<file path="config.mk">
export PLATFORM = sky130hd
export DESIGN_NAME = sysid_access_arbiter
export DESIGN_NICKNAME = d
export VERILOG_FILES = /design/src/rtl/sysid_access_arbiter.sv
export SDC_FILE = /design/constraint.sdc
export NUM_CORES = 1
export LEC_CHECK = 0
export BUFFER_PORTS_ARGS = -buffer_cell sky130_fd_sc_hd__buf_2
export CAP_MARGIN = 20
export CELL_PAD_IN_SITES_DETAIL_PLACEMENT = 0
export CELL_PAD_IN_SITES_GLOBAL_PLACEMENT = 2
export CORE_UTILIZATION = 27
export DETAILED_ROUTE_END_ITERATION = 7
export HOLD_SLACK_MARGIN = 0.08
export PLACE_DENSITY_LB_ADDON = 0.1
export RECOVER_POWER = 50
export SYNTH_ARGS = -nofsm -noshare
export SYNTH_HDL_FRONTEND = slang
export SYNTH_SLANG_ARGS = --single-unit
</file>
<file path="constraint.sdc">
create_clock -name clock -period 2 [get_ports clock]
set_input_delay 0.1 -clock clock [delete_from_list [all_inputs] [get_ports clock]]
set_output_delay 0.1 -clock clock [all_outputs]
set_load 0.02 [all_outputs]
</file>
<file path="src/rtl/sysid_access_arbiter.sv">
// Front-end for the read-only system-ID slave: checks both ID words after reset or
// on request, then shares the slave between two Avalon-MM read masters round-robin.
module sysid_access_arbiter #(
  parameter logic [31:0] EXPECTED_WORD0 = 32'h0000_0000,
  parameter logic [31:0] EXPECTED_WORD1 = 32'h5547_181E
) (
  input  logic        clock,
  input  logic        reset,
  input  logic        recheck,
  input  logic        m0_read,
  input  logic        m0_address,
  output logic        m0_waitrequest,
  output logic [31:0] m0_readdata,
  output logic        m0_readdatavalid,
  input  logic        m1_read,
  input  logic        m1_address,
  output logic        m1_waitrequest,
  output logic [31:0] m1_readdata,
  output logic        m1_readdatavalid,
  output logic        sys_address,
  input  logic [31:0] sys_readdata,
  output logic [31:0] id_word0,
  output logic [31:0] id_word1,
  output logic        id_valid,
  output logic        id_mismatch
);

  typedef enum logic [1:0] {CHK0, CHK1, IDLE, SERVE} state_t;

  state_t state, state_next;
  logic   grant, grant_next;
  logic   last_grant, last_grant_next;
  logic   recheck_pend, recheck_pend_next;
  logic   winner;
  logic   mm0;

  always_ff @(posedge clock) begin
    if (reset) begin
      state        <= CHK0;
      grant        <= 1'b0;
      last_grant   <= 1'b1;
      recheck_pend <= 1'b0;
    end else begin
      state        <= state_next;
      grant        <= grant_next;
      last_grant   <= last_grant_next;
      recheck_pend <= recheck_pend_next;
    end
  end

  // A recheck seen outside IDLE is remembered and wins over reads at the next IDLE.
  always_comb begin
    state_next        = state;
    grant_next        = grant;
    last_grant_next   = last_grant;
    recheck_pend_next = recheck_pend;
    sys_address       = 1'b0;
    winner            = 1'b0;
    case (state)
      CHK0: begin
        sys_address = 1'b0;
        state_next  = CHK1;
        if (recheck) recheck_pend_next = 1'b1;
      end
      CHK1: begin
        sys_address = 1'b1;
        state_next  = IDLE;
        if (recheck) recheck_pend_next = 1'b1;
      end
      IDLE: begin
        if (recheck || recheck_pend) begin
          state_next        = CHK0;
          recheck_pend_next = 1'b0;
        end else if (m0_read || m1_read) begin
          winner          = (m0_read && m1_read) ? ~last_grant : m1_read;
          grant_next      = winner;
          last_grant_next = winner;
          state_next      = SERVE;
        end
      end
      SERVE: begin
        sys_address = grant ? m1_address : m0_address;
        state_next  = IDLE;
        if (recheck) recheck_pend_next = 1'b1;
      end
      default: state_next = CHK0;
    endcase
  end

  always_ff @(posedge clock) begin
    if (reset) begin
      m0_waitrequest   <= 1'b1;
      m1_waitrequest   <= 1'b1;
      m0_readdata      <= '0;
      m1_readdata      <= '0;
      m0_readdatavalid <= 1'b0;
      m1_readdatavalid <= 1'b0;
      id_word0         <= '0;
      id_word1         <= '0;
      id_valid         <= 1'b0;
      id_mismatch      <= 1'b0;
      mm0              <= 1'b0;
    end else begin
      m0_readdatavalid <= 1'b0;
      m1_readdatavalid <= 1'b0;
      case (state)
        CHK0: begin
          id_word0 <= sys_readdata;
          mm0      <= (sys_readdata != EXPECTED_WORD0);
        end
        CHK1: begin
          id_word1    <= sys_readdata;
          id_valid    <= 1'b1;
          id_mismatch <= mm0 | (sys_readdata != EXPECTED_WORD1);
        end
        IDLE: begin
          if (state_next == CHK0) begin
            id_valid <= 1'b0;
          end else if (state_next == SERVE) begin
            m0_waitrequest <= grant_next;
            m1_waitrequest <= ~grant_next;
          end
        end
        SERVE: begin
          m0_waitrequest <= 1'b1;
          m1_waitrequest <= 1'b1;
          if (grant) begin
            m1_readdata      <= sys_readdata;
            m1_readdatavalid <= 1'b1;
          end else begin
            m0_readdata      <= sys_readdata;
            m0_readdatavalid <= 1'b1;
          end
        end
        default: ;
      endcase
    end
  end

endmodule

</file>
==> impl_metrics.json, run 1 <==
{
  "status": "finished, final reports clean",
  "htreeDepth": 4,
  "antenna_found_initial": 0,
  "final_nets": 859,
  "p_comb_share_pct": 11.9,
  "areaGrowthSynthToFinish_pct": 38.59,
  "synth.top_cell.area_share_pct": 56.68,
  "setup_viol": 0,
  "synth_top_family_by_area": "simple AND/OR/NAND/NOR gates",
  "chipHeight_um": 137.3,
  "drcViolationCount": 0,
  "final-hold-violation-count": 0,
  "hold_path_class": "in2reg",
  "max-vdd-ir-drop_mv": 0.5531,
  "cts-root-buf": "clkbuf_16",
  "p_int_mw": 5.258,
  "num_vias": 4851,
  "final_core_util_pct": 38.15,
  "synth_common_cells": "258 x nand2_1, 140 x dfxtp_1, 129 x a21oi_1",
  "slew_headroom_pct": 51.28,
  "die-area_sq_um": 18860,
  "portBuffers": 173,
  "power.density_nw_per_um2": 1040,
  "synth_top_cell_by_area": "dfxtp_1",
  "sw_frac_of_total_pct": 26.22,
  "rsz0062_at_grt": "false",
  "overflow": 0,
  "finalMaxSlewViolations": 0,
  "worstSkewPairLatency_ns": 0.42,
  "cts_max_path_buffers": 2,
  "cp.required_ns": 2.27,
  "startpoint_type": "primary input",
  "ys_ff_latch": 140,
  "grt_pass1_vias": 4415,
  "maxCapViolations": 0,
  "gp_congestion": 0.7657,
  "place_hpwl_mm": 11.75,
  "syn_inst": 625,
  "grt_start_max_net_pins": 51,
  "clkSinkCount": 140,
  "tightest_slew_ns": 0.7309,
  "cts_tree": "yes",
  "pwr-share-clk_pct": 46.1,
  "ys_types": 31,
  "finalSetupTns_ns": 0,
  "synth-simple-area-share_pct": 23.89,
  "power.switching_mw": 1.869,
  "grt.total_usage_pct": 18.71,
  "ios": 174,
  "finalCriticalPeriod_ns": 1.750,
  "muxShareOfSynthArea_pct": 0.2024,
  "stdcell_area_sq_um": 6853,
  "fmax_mhz": 571.3,
  "grt_pass1_wl_mm": 25.76,
  "async_flop_share_pct": 0,
  "dpl-instance-area_sq_um": 6078,
  "yosysMostFrequentCell": "nand2_1",
  "cp_max_fo": 5,
  "synthAdderAreaFrac_pct": 0,
  "ctsResizeCount": 0,
  "num_antenna_cells": 0,
  "first_iter_violations": 185,
  "seq_area_frac_synth_pct": 56.68,
  "clk_pin_slew_ns": 0.06,
  "start_util_pct": 27.53,
  "drive_gt1_share_pct": 11.18,
  "synth-xor-area-share_pct": 0,
  "core_sq_um": 17960,
  "critical_path_class": "in2reg",
  "pwr-share-seq_pct": 42.0,
  "synth_edf_count": 0,
  "yosysWarnings": 0,
  "synth.net_count": 664,
  "fin_crit_sh_pct": 87.52,
  "row_count": 49,
  "netlist_area_sq_um": 4945,
  "final_antenna_net_count": 0,
  "skew_ns": 0.005060,
  "post_drt_wl_per_cell_um": 16.40,
  "synth_compound_area_share_pct": 15.36,
  "cp-end-kind": "flip-flop",
  "drtPass1Iterations": 4,
  "synth_area_leaders": "dfxtp_1 57%, nand2_1 20%, a21oi_1 13%",
  "avgSynthCellArea_sq_um": 7.912,
  "num-fill-cells": 1960,
  "die_w_um": 137.3,
  "cp_data_arrival_time_ns": 2.02,
  "numCtsBuffers": 17,
  "viasPerCell": 4.572,
  "wirelength_mm": 17.40,
  "leakage_nw": 2.454,
  "dominantRegCellSynth": "dfxtp_1"
}
-- area by class of cell --
class                           instances  area [sq um]  area share, %
Clock buffer                           19         432.9          6.317
Clock inverter                         12         172.7          2.520
Multi-Input combinational cell        438          1976          28.83
Sequential cell                       140          2803          40.90
Tap cell                              229         286.5          4.181
Timing Repair Buffer                  223          1182          17.25
-- sequential cells by signal, indices dropped and copies added, names as in the netlist --
signal            count
id_word0             32
m0_readdatavalid      1
m1_waitrequest        1
grant                 1
recheck_pend          1
id_mismatch           1
id_word1             32
mm0                   1
last_grant            1
id_valid              1
m1_readdata          32
m0_waitrequest        1
m0_readdata          32
m1_readdatavalid      1
state                 2
-- power by group through the flow --
| stage | combinational, mW | sequential [mW] | clock [mW] |
|---|---|---|---|
| 2_1_floorplan | 0.314 | 3.20 | 0 |
| 3_3_place_gp | 0.837 | 3.05 | 0 |
| 3_5_place_dp | 0.845 | 3.05 | 0 |
| 4_1_cts | 0.897 | 2.99 | 3.36 |
| 5_1_grt | 0.931 | 3.01 | 3.47 |
| 6_report | 0.847 | 3.00 | 3.28 |
-- worst max-delay path, cell delays in order --
cell	delay [ns]
dlygate4sd3_1	0.53
buf_2	0.18
nor4_1	0.46
nand3_1	0.22
nor4_1	0.37
a41oi_1	0.17
-- path summary, 6_finish.rpt --
path / startpoint / end / slack, ns / cells after the start
min: recheck / last_grant / 0.1 / 4
max reg2reg: state[1] / m1_waitrequest / 0.28 / 5
min reg2reg: id_word1[12] / id_word1[12] / 0.45 / 2
max: sys_readdata[10] / mm0 / 0.25 / 6
-- through the flow --
| step | cells | hold WS, ns | power, mW | setup WS, ns |
|---|---|---|---|---|
| after CTS | 1061 | 0.08458 | 7.252 | 0.2536 |
| after global placement | 996 | 0.3915 | 3.886 | 0.3437 |
| after detailed placement | 996 | 0.3974 | 3.898 | 0.3002 |
| after global routing | 1061 | 0.1042 | 7.415 | 0.03124 |
| after floorplan | 625 | 0.2360 | 3.513 | 0.5765 |
| final | 1061 | 0.09960 | 7.127 | 0.2496 |
-- timing repair --
item	in CTS	in global routing
hold buffers	34	0
hold endpoints to repair	130	0
buffers inserted	0	0
-- routing by layer --
layer | vias up | wire length (um) | global-route usage (%)
met2 | 134 | 8089 | 29.94
met5 | - | 0 | 0
met1 | 2263 | 8130 | 24.44
li1 | 2440 | - | -
met3 | 14 | 998 | 4.857
met4 | 0 | 181 | 5.983
-- cells by family after synthesis --
logic type,after synthesis
AO/OA/AOI/OAI,144
buffers and inverters,47
flip-flops,140
multiplexers,1
AND/OR/NAND/NOR,293
-- placed cells by master, fill, tap and decap left out, types with 3 or more instances in the layout --
| master | count |
|---|---|
| nand4_1 | 3 |
| clkbuf_1 | 137 |
| buf_4 | 14 |
| clkbuf_16 | 17 |
| bufinv_16 | 4 |
| nand2_1 | 258 |
| or4_1 | 3 |
| a21oi_1 | 129 |
| a211oi_1 | 3 |
| nor4_1 | 7 |
| dfxtp_1 | 140 |
| clkinv_2 | 4 |
| buf_2 | 38 |
| dlygate4sd3_1 | 34 |
| nor2_1 | 7 |
No activity file was read; power rests on OpenSTA's default activity.
==> run 2: changes to the inputs <==
CORE_UTILIZATION = 24   (was 27)
clock period = 1.6 ns   (was 2 ns; I/O delays follow)
==> run 2 against run 1 <==
Cell count is 5.6% higher. Sequential cell count stayed put. Sequential power grew 25%.
==> impl_metrics.json, run 2 (synthesized netlist as in run 1, its figures left out) <==
{
  "first_iter_violations": 185,
  "place_hpwl_mm": 12.60,
  "clkSinkCount": 140,
  "cts_tree": "yes",
  "pwr-share-seq_pct": 40.3,
  "chipHeight_um": 145.5,
  "max-vdd-ir-drop_mv": 0.6323,
  "final_core_util_pct": 35.52,
  "p_comb_share_pct": 12.2,
  "die-area_sq_um": 21180,
  "cts_setup_buffers": 0,
  "ios": 174,
  "hold_path_class": "in2reg",
  "fin_ws_ns": 0.07289,
  "num_vias": 4984,
  "start_util_pct": 24.44,
  "cp_data_arrival_time_ns": 1.82,
  "final_common_cell": "nand2_1",
  "tightest_slew_ns": 0.5921,
  "grt_pass1_vias": 4966,
  "pwr-share-clk_pct": 47.5,
  "rsz0062_at_grt": "true",
  "final_nets": 877,
  "drcViolationCount": 0,
  "post_drt_wl_per_cell_um": 16.84,
  "grt_start_max_net_pins": 61,
  "r2r_cells": 5,
  "startpoint": "sys_readdata[23]",
  "drive_gt1_share_pct": 14.35,
  "cp_max_fo": 5,
  "total_power_mw": 9.313,
  "setup_viol": 0,
  "startpoint_type": "primary input",
  "fin_crit_sh_pct": 95.44,
  "clk_pin_slew_ns": 0.06,
  "finalCriticalPeriod_ns": 1.527,
  "wirelength_mm": 18.86,
  "finalNonFillerCells": 1120,
  "power.density_nw_per_um2": 1296,
  "dpl-instance-area_sq_um": 6327,
  "core_sq_um": 20230,
  "cp_slowest_stage_delay_ns": 0.55,
  "fmax_mhz": 654.8,
  "grt_pass1_wl_mm": 29.15,
  "critical_path_class": "in2reg",
  "rrSetupSlack_ns": 0.13,
  "rr_endpoint": "m1_waitrequest",
  "gp_congestion": 0.7358,
  "crit_chain": "dlygate4sd3_1 -> buf_2 -> or4_1 -> nor4_2 -> buf_4 -> a41oi_1",
  "status": "finished, final reports clean",
  "maxCapViolations": 0,
  "leakage_nw": 2.595,
  "cts_max_path_buffers": 2,
  "worstSkewPairLatency_ns": 0.43,
  "areaGrowthSynthToFinish_pct": 45.34,
  "numCtsBuffers": 17,
  "dp_slack_ns": 0.01521,
  "drtPass1Iterations": 4,
  "cp.required_ns": 1.89,
  "grt.total_usage_pct": 18.28,
  "cts-root-buf": "clkbuf_16",
  "r2r-start": "state[1]",
  "dp.cells": 1056,
  "die_w_um": 145.5,
  "htreeDepth": 4,
  "stdcell_area_sq_um": 7187,
  "antenna_found_initial": 1,
  "slew_headroom_pct": 60.53,
  "crit_end": "mm0",
  "final_antenna_net_count": 0,
  "portBuffers": 173,
  "row_count": 52,
  "finalMaxSlewViolations": 0,
  "viasPerCell": 4.450,
  "slowest_stage": "or4_1",
  "layout_common_cells": "258 x nand2_1, 138 x dfxtp_1, 134 x clkbuf_1, 129 x a21oi_1, 38 x buf_2",
  "num-fill-cells": 2249,
  "num_antenna_cells": 0,
  "sw_frac_of_total_pct": 25.86,
  "p_int_mw": 6.905,
  "final-hold-violation-count": 0,
  "skew_ns": 0.009523,
  "overflow": 0,
  "cp-end-kind": "flip-flop",
  "power.switching_mw": 2.408
}
[run 2: changes by cell type in the layout (fill, tap and decap cells not counted), moves of 2 or more]
cell,delta
buf_4,+15
buf_12,+4
nor4_1,-4
nor4_2,+4
clkbuf_1,-3
clkbuf_8,+3
dfxtp_1,-2
dfxtp_2,+2
[run 2: critical path: cells and delay by family]
| family | cells | cell delay [ns] |
|---|---|---|
| buf+inv | 3 | 0.85 |
| simple gates | 2 | 0.81 |
| compound gates | 1 | 0.08 |
[run 2: metrics by stage]
stage | hold slack, ns | TNS [ns]
after floorplan | 0.2160 | 0
after global placement | 0.3784 | 0
after detailed placement | 0.3846 | 0
after CTS | 0.08093 | 0
after global routing | 0.08724 | -0.006814
final | 0.09067 | 0
[run 2: area by class of cell]
type	instances	area [sq um]	area share (%)
clock buffers	20	466.7	6.494
clock inverters	11	190.2	2.646
multi-input cells	438	2021	28.12
flip-flops and latches	140	2805	39.03
well taps	270	337.8	4.701
repair buffers	241	1366	19.01
[run 2: power by group through the flow]
| stage | Combinational, mW | Clock (mW) | Sequential (mW) |
|---|---|---|---|
| 2_1_floorplan | 0.392 | 0 | 4.00 |
| 3_3_place_gp | 1.12 | 0 | 3.82 |
| 3_5_place_dp | 1.13 | 0 | 3.82 |
| 4_1_cts | 1.19 | 4.54 | 3.75 |
| 5_1_grt | 1.24 | 4.70 | 3.77 |
| 6_report | 1.13 | 4.43 | 3.75 |
[run 2: worst min path at each step]
stage | startpoint | cells after the start | slack (ns) | endpoint
5_1_grt | sys_readdata[2] | 4 | 0.09 | id_word0[2]
6_report | sys_readdata[2] | 4 | 0.09 | id_word0[2]
2_1_floorplan | sys_readdata[0] | 2 | 0.22 | id_word1[0]
3_5_place_dp | sys_readdata[7] | 3 | 0.38 | id_word1[7]
4_1_cts | sys_readdata[1] | 4 | 0.08 | id_word0[1]
3_3_place_gp | sys_readdata[23] | 3 | 0.38 | m0_readdata[23]
[run 2: repair_timing]
item / 4_1_cts / 5_1_grt
hold endpoints to repair: 116 / 1
hold buffers: 32 / 1
setup endpoints to repair: 0 / 69
resized for setup: 0 / 8
[run 2: per-layer routing]
layer | routed length [um] | track usage, %
met1 | 8816 | 23.30
met2 | 8718 | 29.50
met3 | 1064 | 5.392
met4 | 263 | 6.053
met5 | 0 | 0
